[src/rtl/rast_pkg.sv]
// Shared rasteriser constants: default fixed-point geometry and sample scheduler states.
package rast_pkg;
  localparam int SIGFIG_DEF = 24;
  localparam int RADIX_DEF  = 10;
  localparam int SAMPS_DEF  = 4;

  typedef logic [0:0] state_t;
  localparam state_t ST_IDLE  = 1'b0;
  localparam state_t ST_ISSUE = 1'b1;
endpackage

[src/rtl/samp_step_gen.sv]
// Per-lane sample x generation for one batch: cur_x + k*step, bounds check against ur_x,
// plus the x position of the following batch. Purely combinational.
module samp_step_gen
  import rast_pkg::*;
#(
  parameter int SIGFIG = SIGFIG_DEF,
  parameter int SAMPS  = SAMPS_DEF
) (
  input  logic signed [SIGFIG-1:0]        cur_x,
  input  logic        [SIGFIG-1:0]        step,
  input  logic signed [SIGFIG-1:0]        ur_x,
  output logic        [SAMPS-1:0][SIGFIG-1:0] lane_x,
  output logic        [SAMPS-1:0]         lane_vld,
  output logic signed [SIGFIG+1:0]        next_x
);
  localparam int W = SIGFIG + 2;

  logic signed [W-1:0] step_w;
  logic signed [W-1:0] ur_w;
  logic signed [W-1:0] off [SAMPS+1];

  // Two guard bits keep lanes past ur from wrapping back into range.
  assign step_w = {2'b00, step};
  assign ur_w   = {{2{ur_x[SIGFIG-1]}}, ur_x};
  assign off[0] = {{2{cur_x[SIGFIG-1]}}, cur_x};

  for (genvar k = 0; k < SAMPS; k++) begin : g_lane
    assign off[k+1]    = off[k] + step_w;
    assign lane_x[k]   = off[k][SIGFIG-1:0];
    assign lane_vld[k] = (off[k] <= ur_w);
  end

  assign next_x = off[SAMPS];
endmodule

[src/rtl/samp_sched.sv]
// Sample scheduler: walks a triangle's bounding box in raster order, SAMPS samples per cycle.
// First batch the cycle after accept; halt_RnnH freezes everything; busy while issuing.
module samp_sched
  import rast_pkg::*;
#(
  parameter int SIGFIG = SIGFIG_DEF,
  parameter int RADIX  = RADIX_DEF,
  parameter int VERTS  = 3,
  parameter int AXIS   = 3,
  parameter int COLORS = 3,
  parameter int SAMPS  = SAMPS_DEF
) (
  input  logic                                        clk,
  input  logic                                        rst,
  input  logic signed [VERTS-1:0][AXIS-1:0][SIGFIG-1:0] tri_R13S,
  input  logic        [COLORS-1:0][SIGFIG-1:0]        color_R13U,
  input  logic signed [1:0][1:0][SIGFIG-1:0]          box_R13S,
  input  logic        [SIGFIG-1:0]                    step_R13U,
  input  logic                                        validTri_R13H,
  input  logic                                        halt_RnnH,
  output logic                                        halt_R13H,
  output logic signed [VERTS-1:0][AXIS-1:0][SIGFIG-1:0] tri_R16S,
  output logic        [COLORS-1:0][SIGFIG-1:0]        color_R16U,
  output logic signed [1:0][SAMPS-1:0][SIGFIG-1:0]    sample_R16S,
  output logic        [SAMPS-1:0]                     validSamp_R16H
);
  localparam int W = SIGFIG + 2;

  state_t state_q, state_d;
  logic signed [SIGFIG-1:0] cur_x_q, cur_x_d, cur_y_q, cur_y_d;
  logic signed [SIGFIG-1:0] ll_x_q, ll_x_d, ur_x_q, ur_x_d, ur_y_q, ur_y_d;
  logic        [SIGFIG-1:0] step_q, step_d;
  logic signed [VERTS-1:0][AXIS-1:0][SIGFIG-1:0] tri_q, tri_d;
  logic        [COLORS-1:0][SIGFIG-1:0] color_q, color_d;

  logic signed [W-1:0] next_x, next_y, ur_x_w, ur_y_w, cur_y_w, step_w;
  logic [SAMPS-1:0][SIGFIG-1:0] lane_x;
  logic [SAMPS-1:0] lane_vld;
  logic box_ok, accept;

  samp_step_gen #(
    .SIGFIG (SIGFIG),
    .SAMPS  (SAMPS)
  ) u_step_gen (
    .cur_x    (cur_x_q),
    .step     (step_q),
    .ur_x     (ur_x_q),
    .lane_x   (lane_x),
    .lane_vld (lane_vld),
    .next_x   (next_x)
  );

  assign halt_R13H = (state_q == ST_ISSUE);
  assign accept    = validTri_R13H && !halt_R13H;
  assign box_ok    = ($signed(box_R13S[0][0]) <= $signed(box_R13S[1][0])) &&
                     ($signed(box_R13S[0][1]) <= $signed(box_R13S[1][1]));

  assign ur_x_w  = {{2{ur_x_q[SIGFIG-1]}}, ur_x_q};
  assign ur_y_w  = {{2{ur_y_q[SIGFIG-1]}}, ur_y_q};
  assign cur_y_w = {{2{cur_y_q[SIGFIG-1]}}, cur_y_q};
  assign step_w  = {2'b00, step_q};
  assign next_y  = cur_y_w + step_w;

  always_comb begin
    state_d = state_q;
    cur_x_d = cur_x_q;
    cur_y_d = cur_y_q;
    ll_x_d  = ll_x_q;
    ur_x_d  = ur_x_q;
    ur_y_d  = ur_y_q;
    step_d  = step_q;
    tri_d   = tri_q;
    color_d = color_q;
    if (accept) begin
      tri_d   = tri_R13S;
      color_d = color_R13U;
      step_d  = step_R13U;
      ll_x_d  = box_R13S[0][0];
      ur_x_d  = box_R13S[1][0];
      ur_y_d  = box_R13S[1][1];
      cur_x_d = box_R13S[0][0];
      cur_y_d = box_R13S[0][1];
      // Inverted boxes are swallowed here: latched but never issued.
      if (box_ok) state_d = ST_ISSUE;
    end else if (state_q == ST_ISSUE && !halt_RnnH) begin
      if (next_x <= ur_x_w) begin
        cur_x_d = next_x[SIGFIG-1:0];
      end else begin
        cur_x_d = ll_x_q;
        cur_y_d = next_y[SIGFIG-1:0];
        if (next_y > ur_y_w) state_d = ST_IDLE;
      end
    end
  end

  always_ff @(posedge clk or posedge rst) begin
    if (rst) begin
      state_q <= ST_IDLE;
      cur_x_q <= '0;
      cur_y_q <= '0;
      ll_x_q  <= '0;
      ur_x_q  <= '0;
      ur_y_q  <= '0;
      step_q  <= '0;
      tri_q   <= '0;
      color_q <= '0;
    end else begin
      state_q <= state_d;
      cur_x_q <= cur_x_d;
      cur_y_q <= cur_y_d;
      ll_x_q  <= ll_x_d;
      ur_x_q  <= ur_x_d;
      ur_y_q  <= ur_y_d;
      step_q  <= step_d;
      tri_q   <= tri_d;
      color_q <= color_d;
    end
  end

  always_comb begin
    sample_R16S[0] = lane_x;
    for (int k = 0; k < SAMPS; k++) sample_R16S[1][k] = cur_y_q;
    validSamp_R16H = (state_q == ST_ISSUE) ? lane_vld : '0;
  end

  assign tri_R16S   = tri_q;
  assign color_R16U = color_q;
endmodule

[config.mk]
export PLATFORM = sky130hd
export DESIGN_NAME = samp_sched
export DESIGN_NICKNAME = d
export VERILOG_FILES = /design/src/rtl/rast_pkg.sv /design/src/rtl/samp_step_gen.sv /design/src/rtl/samp_sched.sv
export SDC_FILE = /design/constraint.sdc
export NUM_CORES = 2
export LEC_CHECK = 0
export CAP_MARGIN = 40
export CORE_AREA = 2 2 349 351
export CTS_CLUSTER_DIAMETER = 30
export CTS_CLUSTER_SIZE = 12
export DETAILED_ROUTE_END_ITERATION = 10
export DIE_AREA = 0 0 351 353
export PLACE_DENSITY = 0.45
export SLEW_MARGIN = 20
export SYNTH_ARGS = -nofsm -noshare
export SYNTH_HDL_FRONTEND = slang
export SYNTH_SLANG_ARGS = --single-unit
[constraint.sdc]
create_clock -name clk -period 13.7 [get_ports clk]
set_clock_uncertainty 0.2 [all_clocks]
set_input_delay 2.055 -clock clk [delete_from_list [all_inputs] [get_ports clk]]
set_output_delay 2.055 -clock clk [all_outputs]
set_load 0.02 [all_outputs]
==> run_results.csv <==
group,metric,value,unit
logic_synthesis,netlist_instances,3239,
status,status,"complete, no violations",
clock_tree,postCtsHoldBufs,0,
worst_setup_path,cp.required,11.44,ns
finish,multi_input_area,15100,um2
worst_setup_path,reg2regPathDepth,43,
routing,vias,25900,
logic_synthesis,synth-edff-count,0,
clock_tree,cts_tree,"yes",
finish,area_growth,55.9,%
finish,layout_commonest_cell,"nand2_1",
global_routing,grt_pass1_wl,183000,um
logic_synthesis,synthArstFlopShare,100,%
logic_synthesis,muxShareOfSynthArea,1.61,%
timing,fin_crit,11.69,ns
global_routing,overflow,0,
worst_setup_path,critical-path-slowest-cell,"o41ai_2",
clock_tree,cts_buffer_depth,3,
finish,fin_nets,4870,
worst_setup_path,r2r_setup_slack,2.77,ns
worst_setup_path,cp-start-kind,"register",
logic_synthesis,synthesis.area,27400,um2
timing,grt_setup_unrepaired,"no",
worst_hold_path,min-delay-start,"tri_R16S[138]",
logic_synthesis,synth_compound_area_share,13.6,%
worst_setup_path,cp.buffers_inverters,2,
worst_setup_path,setup.worst_path.class,"reg2out",
logic_synthesis,synth_top_cell_by_area,"dfrtp_1",
logic_synthesis,synthTopCellsByArea,"dfrtp_1 40%, nand2_1 16%, ha_1 15%",
floorplan,die_area,124000,um2
clock_tree,cts-root-buf,"clkbuf_16",
global_routing,first_global_vias,26900,
logic_synthesis,synth_top_family_by_area,"simple AND/OR/NAND/NOR gates",
routing,drtAntennaViolNets,0,
placement,port_buffers,896,
routing,vias_per_cell,4.42,
finish,layout_common_cells,"1152 x nand2_1, 896 x clkdlybuf4s50_1, 433 x dfrtp_1, 324 x ha_1, 153 x inv_1",
worst_setup_path,critPathCaptureType,"output pin",
worst_hold_path,hold_path_depth,2,
clock_tree,h-tree-depth,4,
logic_synthesis,syn_nets,3979,
timing,finalSetupViolCount,0,
logic_synthesis,synth-xor-area-share,3.54,%
logic_synthesis,yosys_most_used_dff,"dfrtp_1",
logic_synthesis,syn_area_per_cell,8.45,um2
logic_synthesis,synth_cell_types,66,
timing,tightest_slew,1.04,ns
logic_synthesis,synth_seq_cells,433,
timing,max_freq,0.0856,GHz
timing,relSlewSlack,30.7,%
floorplan,ios,897,
routing,first_pass_iters,5,
timing,min_period_over_period,85.3,%
floorplan,placementRows,128,
floorplan,coreArea,121000,um2
clock_tree,cts_inserted_buffers,134,
floorplan,start_util,22.7,%
logic_synthesis,ys_warn_count,0,
flow_run,cap_viol_max_count,0,
global_routing,grt_start_max_net_pins,182,
finish,fill_cells,12400,
worst_setup_path,r2r-end,"cur_x_q[10]",
routing,wl_per_cell,21.9,um
clock_tree,clock_latency,0.74,ns
worst_setup_path,cp_top_family,"compound AO/OA/AOI/OAI gates",
worst_hold_path,hold_class,"reg2reg",
worst_setup_path,cp_slowest_stage_delay,0.69,ns
worst_setup_path,worstPathArrival,9.43,ns
routing,wirelength,128000,um
worst_setup_path,worstPathMaxFanout,7,
timing,drv_slew,0,
routing,drtIter0Drc,1249,
floorplan,fp.dieW,351,um
global_routing,antenna_found_initial,29,
timing,hold_viol,0,
logic_synthesis,synth_top_area_share,39.6,%
worst_hold_path,min_to,"tri_R16S[138]",
clock_tree,cts_resized,0,
worst_setup_path,timing.rr.start,"step_q[0]",
timing,setup_tns,0,ns
finish,drive_gt1_share,6.43,%
logic_synthesis,synthAdderAreaFrac,15.1,%
global_routing,track_usage,20.4,%
logic_synthesis,synth_seq_area_share,39.6,%
clock_tree,cts.clk_slew.worst_paths,0.04,ns
placement,routabilityCongestion,0.899,
finish,register_area,10800,um2
placement,dp.final_hpwl,103000,um
clock_tree,cts_setup_buffers,0,
clock_tree,cts.sinks,433,
logic_synthesis,synth-simple-area-share,21.0,%
routing,drc,0,
floorplan,die_h,353,um
-- cell type report --
| type | instances | area share (%) |
|---|---|---|
| Antenna cell | 8 | 0.0469 |
| Clock buffer | 186 | 9.03 |
| Clock inverter | 50 | 2.00 |
| Inverter | 154 | 1.36 |
| Multi-Input combinational cell | 2478 | 35.3 |
| Sequential cell | 433 | 25.4 |
| Tap cell | 1625 | 4.77 |
| Timing Repair Buffer | 929 | 22.1 |
-- cell families after synthesis --
kind of cell	Yosys count
adders and majority gates	328
muxes	44
xor gates and xnor gates	109
buffers and inverters	328
AOI/OAI and AO/OA	584
and+or+nand+nor	1413
DFF	433
-- worst register-to-register path, delay by kind of cell (launching register included) --
kind	cells	cell delay (ns)
compound gates	17	4.06
xor+xnor	4	1.03
fa+ha+maj	6	2.09
buf+inv	2	0.29
flops	1	0.48
mux	1	0.19
simple gates	13	2.42
-- how the worst max path moves through the flow --
stage                    start  depth (start not counted)  slack (ns)                end
global route         step_q[0]                         32        1.17  validSamp_R16H[3]
floorplan           cur_x_q[0]                         48        3.71         cur_y_q[1]
CTS                  step_q[0]                         32        1.84  validSamp_R16H[3]
detailed placement   step_q[0]                         32        2.73  validSamp_R16H[3]
global placement     step_q[0]                         31        2.77  validSamp_R16H[3]
finish               step_q[0]                         31        2.01  validSamp_R16H[3]
-- through the flow --
stage          util [%]  hold slack [ns]  cells  setup WS, ns  instance area [um2]
2_1_floorplan         -            0.239   3239          3.71                27400
3_3_place_gp       31.2            0.257   5606          2.77                37600
4_1_cts            35.3            0.271   5853          1.84                42600
3_5_place_dp       31.4            0.256   5617          2.73                37900
5_1_grt            35.4            0.278   5860          1.17                42700
6_report           35.4            0.264   5863          2.01                42700
-- state kept, by name, summed over array words and instances, names as in the netlist --
name / flops
tri_R16S: 216
color_R16U: 72
cur_x_q: 24
cur_y_q: 24
ll_x_q: 24
step_q: 24
ur_x_q: 24
ur_y_q: 24
halt_R13H: 1
-- routing by layer --
metal | share of wire (%) | vias to the layer above | wire length, um | track usage (%)
met1 | 38 | 12300 | 49300 | 22.1
li1 | - | 12700 | - | -
met2 | 50 | 756 | 64200 | 35.9
met3 | 8.2 | 209 | 10600 | 7.79
met5 | 0.20 | - | 253 | 0
met4 | 3.0 | 38 | 3870 | 7.04
-- cell usage after synthesis (all sizes together), types with 5 or more instances --
| cell type | count |
|---|---|
| nand2 | 1153 |
| dfrtp | 433 |
| ha | 324 |
| o21ai | 163 |
| inv | 154 |
| a21oi | 133 |
| a21o | 112 |
| buf | 89 |
| clkbuf | 85 |
| xnor2 | 81 |
| nor2 | 69 |
| nand4 | 48 |
| mux2i | 44 |
| o21a | 39 |
| nor2b | 31 |
| xor2 | 27 |
| nand2b | 22 |
| nor3 | 22 |
| a22oi | 21 |
| o21bai | 20 |
| nand3 | 19 |
| and3 | 16 |
| a211oi | 13 |
| a31oi | 13 |
| o211ai | 12 |
| nor4 | 7 |
| o31a | 7 |
| a211o | 6 |
| and2 | 6 |
| or2 | 6 |
| a2111oi | 5 |
| o22ai | 5 |
| o31ai | 5 |
| or3 | 5 |
Power is not shown: default switching activity piles up to over one toggle a cycle in this logic, so the estimate is an artifact.
